<file path="config.mk">
export PLATFORM = sky130hd
export DESIGN_NAME = counter_step_decoder
export DESIGN_NICKNAME = d
export VERILOG_FILES = /design/src/rtl/counter_step_decoder.sv
export SDC_FILE = /design/constraint.sdc
export NUM_CORES = 1
export LEC_CHECK = 0
export BUFFER_PORTS_ARGS = -buffer_cell sky130_fd_sc_hd__buf_2
export CAP_MARGIN = 40
export CORE_MARGIN = 2
export CORE_UTILIZATION = 39
export DETAILED_ROUTE_END_ITERATION = 6
export PLACE_DENSITY_LB_ADDON = 0.25
export SLEW_MARGIN = 5
export SYNTH_ARGS = -nofsm -noshare
export SYNTH_HDL_FRONTEND = slang
export SYNTH_SLANG_ARGS = --single-unit
</file>
<file path="constraint.sdc">
create_clock -name clk_i -period 3.85 [get_ports clk_i]
set_clock_uncertainty 0.1 [all_clocks]
set_input_delay 0.77 -clock clk_i [delete_from_list [all_inputs] [get_ports clk_i]]
set_output_delay 0.77 -clock clk_i [all_outputs]
set_load 0.02 [all_outputs]
</file>
<file path="src/rtl/counter_step_decoder.sv">
// counter_step_decoder: recovers direction and step size of an up/down step counter from its
// observed count word, with lock detection and a saturating count of invalid transitions.
module counter_step_decoder #(
    parameter int WIDTH    = 4,
    parameter int LOCK_CNT = 3,
    parameter int ERRW     = 8
) (
    input  logic             clk_i,
    input  logic             nrst_i,
    input  logic [WIDTH-1:0] cnt_i,
    input  logic             cnt_vld_i,
    output logic             down_o,
    output logic             step_o,
    output logic             locked_o,
    output logic             err_o,
    output logic [ERRW-1:0]  err_cnt_o
);
    localparam int RW = $clog2(LOCK_CNT + 1);

    typedef enum logic [1:0] {EMPTY, ACQ, LOCK} state_t;

    state_t           state_q, state_d;
    logic [WIDTH-1:0] prev_q, prev_d;
    logic [RW-1:0]    run_q, run_d, run_nx;
    logic             down_q, down_d, step_q, step_d;
    logic             locked_q, locked_d, err_q, err_d;
    logic [ERRW-1:0]  err_cnt_q, err_cnt_d;
    logic [WIDTH-1:0] delta;
    logic             up1, up2, dn1, dn2, valid, cls_dn, cls_st, same;

    // Modulo subtraction in WIDTH bits makes counter wrap-around decode naturally.
    assign delta  = cnt_i - prev_q;
    assign up1    = delta == WIDTH'(1);
    assign up2    = delta == WIDTH'(2);
    assign dn1    = delta == {WIDTH{1'b1}};
    assign dn2    = delta == {{(WIDTH-1){1'b1}}, 1'b0};
    assign valid  = up1 | up2 | dn1 | dn2;
    assign cls_dn = dn1 | dn2;
    assign cls_st = up2 | dn2;
    assign same   = (cls_dn == down_q) && (cls_st == step_q);
    assign run_nx = (same && run_q != '0) ? run_q + RW'(1) : RW'(1);

    always_comb begin
        state_d   = state_q;
        prev_d    = prev_q;
        run_d     = run_q;
        down_d    = down_q;
        step_d    = step_q;
        locked_d  = locked_q;
        err_d     = 1'b0;
        err_cnt_d = err_cnt_q;
        if (cnt_vld_i) begin
            prev_d = cnt_i;
            case (state_q)
                EMPTY: state_d = ACQ;
                ACQ: begin
                    if (valid) begin
                        down_d = cls_dn;
                        step_d = cls_st;
                        run_d  = run_nx;
                        if (run_nx == RW'(LOCK_CNT)) begin
                            state_d  = LOCK;
                            locked_d = 1'b1;
                        end
                    end else begin
                        run_d = '0;
                    end
                end
                LOCK: begin
                    if (valid && !same) begin
                        down_d   = cls_dn;
                        step_d   = cls_st;
                        run_d    = RW'(1);
                        locked_d = 1'b0;
                        state_d  = ACQ;
                    end else if (!valid) begin
                        err_d     = 1'b1;
                        err_cnt_d = err_cnt_q + ERRW'(err_cnt_q != '1);
                        locked_d  = 1'b0;
                        run_d     = '0;
                        state_d   = ACQ;
                    end
                end
                default: state_d = EMPTY;
            endcase
        end
    end

    always_ff @(posedge clk_i) begin
        if (!nrst_i) begin
            state_q   <= EMPTY;
            prev_q    <= '0;
            run_q     <= '0;
            down_q    <= 1'b0;
            step_q    <= 1'b0;
            locked_q  <= 1'b0;
            err_q     <= 1'b0;
            err_cnt_q <= '0;
        end else begin
            state_q   <= state_d;
            prev_q    <= prev_d;
            run_q     <= run_d;
            down_q    <= down_d;
            step_q    <= step_d;
            locked_q  <= locked_d;
            err_q     <= err_d;
            err_cnt_q <= err_cnt_d;
        end
    end

    assign down_o    = down_q;
    assign step_o    = step_q;
    assign locked_o  = locked_q;
    assign err_o     = err_q;
    assign err_cnt_o = err_cnt_q;
endmodule

</file>
==> flow_summary.ini, run 1 <==
[status]
run_status = finished clean

[synth]
yosysTopAreaCellShare = 0.2985
dominantRegCellSynth = dfxtp_1
asyncSetResetFlopFracSynth = 0
post_synth_inst_count = 161
synth-edff-count = 0
synthDistinctLibCells = 46
synth_top_area_cell = dfxtp_1
synth.most_common_cell = nand2_1
syn_avg_cell_area_um2 = 8.331
synthTopCellsByArea = dfxtp_1, mux2i_1, nand2_1
mappedNetlistArea_um2 = 1341
synth.yosys.seq_area_share = 0.2985
yosys_register_bits = 20
total_of_warnings_raised_by_yosys = 0
synth.net_count = 175
post_synth_most_frequent_cells = nand2_1, dfxtp_1, nor2_1, mux2i_1, nand3_1

[clock_network]
clock_path_buffers = 2
clk-insertion-delay-late_ps = 320
clkSlewWorstSetupHoldPaths_ps = 130
cts_setup_buffers = 0
cell_chosen_for_the_clock_root = clkbuf_4
cts_tree = yes
clock_sinks = 20
cts-hold-fix-buffers = 0
cts_buffers = 3
post_cts.resized_instances = 0
h_tree_lvls = 1

[setup_path]
timing.reg2reg.setup_slack_ps = 1130
data_arrival_at_the_endpoint_of_the_critical_path_ps = 3150
rr_endpoint = state_q[1]
crit_required_ps = 4020
worstSetupEndpointType = flip-flop
startpoint = cnt_i[0]
worst_r2r_path_depth = 8
worst-path-max-fanout = 8
timing.critical_path.buf_inv = 3
worst_r2r_startpoint = prev_q[0]
worst_path_dominant_cell_family = adder cells
cp_cell_sequence = buf_2, inv_1, ha_1, inv_1, fa_1, or3_1, a211oi_1, a21oi_1, nor3_1, o221a_2
timing.critical_path.slowest_stage_cell = fa_1
worst-setup-path-type = in -> reg
timing.critical_path.mode_cell = inv_1
crit_path_start_kind = input port
largest_incremental_delay_on_the_critical_path_ps = 570

[timing]
slew_violations = 0
fmaxAchievable_mhz = 336.3
rsz0062_at_grt = no
time_the_final_worst_path_needs_with_i_o_delays_and_setup_ps = 2974
hold_viol_final = 0
slew_headroom = 0.5754
totalNegativeSetupSlack_ps = 0
report.final.setup_viol = 0
worst_slew_pin_slew_ps = 631.0
post-route-period-util = 0.7724

[die]
die-width_um = 62.65
placeable_area_um2 = 3311
floorplan.initialDensity = 0.4051
ios = 19
fp.dieArea_um2 = 3924
die_height_um = 62.65
rows = 21

[worst_hold_path]
worst_hold_endpoint = err_cnt_o[7]
hp-class = reg -> reg
worstHoldPathCells = 2
timing.hold.worst.start = err_cnt_o[7]

[route]
drtIter0Drc = 54
dr.pass1.iters = 5
detailroute.via_count = 1187
wirelength_mm = 2.862
ant_nets = 0
wl_per_cell_um = 12.83
detailed_route_drc_error_count = 0
viasPerCell = 5.323

[placed_design]
buffer_ports.inserted = 18
gp_congestion = 0.7824
dpl.hpwl_mm = 2.116

[power_and_ir_drop]
p_total_w = 0.0004983
vdd.ir_drop.worst_mv = 0.1400
lkg_pwr_nw = 0.6340
pwr_density_cell_nw_per_um2 = 333.8

[cells_and_area]
fillerInstances = 347
n_antenna_cell = 0
final_nets = 192
area_growth_pct = 11.29
multi_input_comb_area_um2 = 878.3
register_area_um2 = 400.4
layout-drive-gt1-share = 0.2090

[global_route]
overflow = 0
grt_pass1_wl_mm = 5.071
grt_pass1_vias = 1149
largest_net_degree_at_the_start_of_global_routing = 25
antenna_found_initial = 0
gr-usage-all-layers = 0.1581

[job]
drv_cap = 0
[worst max path at each step]
stage | to | cells past startpoint
final | state_q[1] | 10
after global routing | state_q[1] | 11
after CTS | state_q[1] | 10
after detailed placement | state_q[1] | 10
after global placement | step_o | 11
after floorplan | err_cnt_o[0] | 9
[layout make-up]
type | count | share of cell area
tap | 46 | 0.03856
sequential | 20 | 0.2682
clock buffer | 4 | 0.02431
multi-input combinational | 127 | 0.5884
timing repair buffer | 18 | 0.06035
inverter | 8 | 0.02012
[cell families after synthesis]
kind of cell	Yosys count	synth area share
AND/OR/NAND/NOR	76	0.2920
AO/OA/AOI/OAI	26	0.1576
flip-flops	20	0.2985
buffers and inverters	14	0.04664
multiplexers	11	0.08302
XOR/XNOR	7	0.05131
adder cells (fa/ha/maj)	7	0.07089
[registers in the layout, indices dropped and copies added (netlist names)]
register   flops
step_o         1
err_cnt_o      8
down_o         1
locked_o       1
err_o          1
prev_q         4
run_q          2
state_q        2
[through the flow]
stage	instances	util	worst slack [ps]	cell area, um^2	hold slack [ps]
after floorplan	161	-	887.0	1341	360.4
after global placement	219	0.4399	602.0	1456	367.6
after detailed placement	219	0.4399	589.7	1456	372.7
after CTS	223	0.4509	886.3	1493	396.0
after global routing	223	0.4509	681.8	1493	419.2
final	223	0.4509	876.4	1493	396.1
[metal layers]
| metal | up-vias | part of all wire | track usage |
|---|---|---|---|
| met5 | - | 0 | 0 |
| met4 | 0 | 0.022 | 0.07500 |
| met3 | 7 | 0.038 | 0.01982 |
| met2 | 26 | 0.47 | 0.2661 |
| met1 | 544 | 0.47 | 0.2002 |
| li1 | 610 | - | - |
[power breakdown]
| part | internal (W) | total [W] | switching (W) | leakage (nW) |
|---|---|---|---|---|
| sequential | 0.000215 | 0.000228 | 0.0000129 | 0.162 |
| clock | 0.0000578 | 0.000132 | 0.0000742 | 0.0210 |
| combinational | 0.0000558 | 0.000139 | 0.0000829 | 0.451 |
| total | 0.000328 | 0.000498 | 0.000170 | 0.634 |
[worst min-delay path: cells and delay by family, from the launching register on]
family / cells / cell delay [ps]
simple gates: 1 / 60
flops: 1 / 350
mux: 1 / 50
[placed cells by master, fill, tap and decap left out, drive strengths merged, types with 6 or more instances in the layout]
cell,synthesis,final
nand2,22,22
ha,6,6
nand3,9,9
inv,7,7
o21ai,6,6
buf,2,18
dfxtp,20,20
nor2,11,11
mux2i,10,10
nor4,6,6
No activity file was read; power rests on OpenSTA's default activity.
==> inputs of run 2 (changes only) <==
--- a/config.mk
+++ b/config.mk
@@ -5,6 +5,7 @@
 export SDC_FILE = /design/constraint.sdc
 export NUM_CORES = 1
 export LEC_CHECK = 0
+export ABC_AREA = 1
 export BUFFER_PORTS_ARGS = -buffer_cell sky130_fd_sc_hd__buf_2
 export CAP_MARGIN = 40
 export CORE_MARGIN = 2
==> constraint.sdc (replaced) <==
create_clock -name clk_i -period 3 [get_ports clk_i]
set_clock_uncertainty 0.1 [all_clocks]
set_input_delay 0.6 -clock clk_i [delete_from_list [all_inputs] [get_ports clk_i]]
set_output_delay 0.6 -clock clk_i [all_outputs]
set_load 0.02 [all_outputs]
==> run 2 against run 1 <==
  * The run now ends with design-rule violations left
  * Worst hold slack worse by 32 ps
  * Combinational power increased by 14%
  * Wire length is 17% lower
  * Power up 22%
  * Area after synthesis fell by 13%
  * Utilization rose by 2.8 points
  * Global-route usage about the same
  * Die area is 12% lower
  * First-iteration DRC count down 19%
  * Critical endpoint is now down_o
==> flow_summary.ini, run 2 <==
[cells_and_area]
final_cell_mix = nand2_1, inv_1, dfxtp_1
n_antenna_cell = 0
largest_register_ff_count = 8
layout_commonest_cell = nand2_1
layout-drive-gt1-share = 0.1856
fin_util = 0.4790
fillerInstances = 292
final_nets = 209
area_growth_pct = 15.11

[route]
detailed_route_drc_error_count = 1
wirelength_mm = 2.364
drtIter0Drc = 44
viasPerCell = 5.218
detailroute.via_count = 1174
wl_per_cell_um = 10.51
ant_nets = 0
dr.pass1.iters = 6

[setup_path]
worst_r2r_startpoint = prev_q[0]
worstSetupEndpointType = flip-flop
worst-setup-path-type = in -> reg
data_arrival_at_the_endpoint_of_the_critical_path_ps = 2740
worst_r2r_path_depth = 15
crit_required_ps = 3110
worst-path-max-fanout = 5
crit_path_start_kind = input port
timing.reg2reg.setup_slack_ps = 470
rr_endpoint = down_o

[synth]
synth_xor_area_frac = 0.007503
dominant_combinational_cell_family_by_area_after_synthesis = simple AND/OR/NAND/NOR gates
synth.net_count = 185
post_synth_inst_count = 171
synthDistinctLibCells = 26
syn_avg_cell_area_um2 = 6.827
synth_top_area_cell = dfxtp_1
total_of_warnings_raised_by_yosys = 0
compound_gate_fraction_of_synth_area = 0.1372
synth.most_common_cell = nand2_1
yosysTopAreaCellShare = 0.3430
asyncSetResetFlopFracSynth = 0
synthTopCellsByArea = dfxtp_1, nand2_1, inv_1
post_synth_mux_area_share = 0
yosys_register_bits = 20
synth.yosys.seq_area_share = 0.3430
dominantRegCellSynth = dfxtp_1
synth-edff-count = 0
synth_simple_gate_area_share = 0.3376
post_synth_most_frequent_cells = nand2_1, inv_1, dfxtp_1, nor2_1, a21oi_1
synth-adder-area-share = 0.08146
mappedNetlistArea_um2 = 1167

[timing]
fmaxAchievable_mhz = 380.4
worst_slew_pin_slew_ps = 314.3
slew_headroom = 0.7890
post-route-period-util = 0.8764
hold_viol_final = 0
report.final.setup_viol = 0
post-route-worst-setup-slack_ps = 370.9
rsz0062_at_grt = no
slew_violations = 0
time_the_final_worst_path_needs_with_i_o_delays_and_setup_ps = 2629
totalNegativeSetupSlack_ps = 0

[power_and_ir_drop]
pwr_density_cell_nw_per_um2 = 450.5
lkg_pwr_nw = 0.6334
vdd.ir_drop.worst_mv = 0.2245

[clock_network]
clkSlewWorstSetupHoldPaths_ps = 110
h_tree_lvls = 1
cts_buffers = 3
cts_tree = yes
post_cts.resized_instances = 0
cts_setup_buffers = 0
cell_chosen_for_the_clock_root = clkbuf_4
clk-insertion-delay-late_ps = 300
clock_path_buffers = 2
cts-hold-fix-buffers = 0
clock_sinks = 20

[placed_design]
buffer_ports.inserted = 18
gp_congestion = 0.9052
dpl.hpwl_mm = 1.838
place_ws_ps = 80.21

[worst_hold_path]
worst_hold_endpoint = locked_o
hp-class = reg -> reg
timing.hold.worst.start = locked_o
worstHoldPathCells = 2

[global_route]
grt_pass1_wl_mm = 4.222
largest_net_degree_at_the_start_of_global_routing = 14
grt_pass1_vias = 1083
overflow = 0
antenna_found_initial = 0
gr-usage-all-layers = 0.1577

[die]
die-width_um = 58.71
fp.dieArea_um2 = 3447
placeable_area_um2 = 2805
ios = 19
rows = 19
floorplan.initialDensity = 0.4161
die_height_um = 58.71

[job]
drv_cap = 0

[status]
violated_checks = design-rule violations
run_status = finished with violations
run 2: cell families after synthesis:
group	after synthesis
AND/OR/NAND/NOR	85
AO/OA/AOI/OAI	29
buffers and inverters	29
flip-flops	20
adder cells (fa/ha/maj)	7
XOR/XNOR	1
run 2: worst max-delay path: stages:
cell	delay (ps)
buf_2	90
inv_1	60
ha_1	140
inv_1	60
fa_1	380
xnor2_1	310
inv_1	150
nand3_1	100
nand3_1	70
nand2_1	110
nor2_4	50
nand2_1	70
o21ai_1	80
nor3_2	240
nand2_1	100
nand2_1	70
nor2_1	40
run 2: where the power goes:
part	internal [W]	switching, W
combinational	0.0000538	0.000105
sequential	0.000279	0.00000856
clock	0.0000740	0.0000855
run 2: layout make-up:
type | count | area (um^2) | share of cell area
clock buffers | 4 | 36.28 | 0.02700
inverters | 28 | 105.1 | 0.07821
multi-input cells | 122 | 658.1 | 0.4898
flip-flops and latches | 20 | 400.4 | 0.2980
well taps | 31 | 38.79 | 0.02886
repair buffers | 20 | 105.1 | 0.07821
run 2: worst max path at each step:
stage	start	slack, ps	endpoint	depth (start not counted)
global placement	cnt_i[0]	80	err_cnt_o[4]	13
global route	cnt_i[0]	110	locked_o	18
floorplan	cnt_i[0]	290	err_cnt_o[7]	14
detailed placement	cnt_i[0]	80	state_q[0]	17
finish	cnt_i[0]	370	down_o	17
CTS	cnt_i[0]	410	err_cnt_o[4]	13
run 2: layer usage:
metal	vias to the layer above	GRT usage	share of wire	wire length, um
met5	-	0	0	0
met4	0	0.09416	0.016	38
met3	4	0.02418	0.043	101
met2	25	0.2697	0.47	1111
met1	536	0.1854	0.47	1112
li1	609	-	-	-
run 2: stage by stage:
stage | cell area [um^2] | std cells | total power [W] | hold slack [ps]
after floorplan | 1167 | 171 | 0.0004158 | 337.5
after global placement | 1308 | 221 | 0.0004454 | 347.4
after detailed placement | 1308 | 221 | 0.0004499 | 350.8
after CTS | 1344 | 225 | 0.0006112 | 368.5
after global routing | 1344 | 225 | 0.0006481 | 402.2
final | 1344 | 225 | 0.0006054 | 364.4
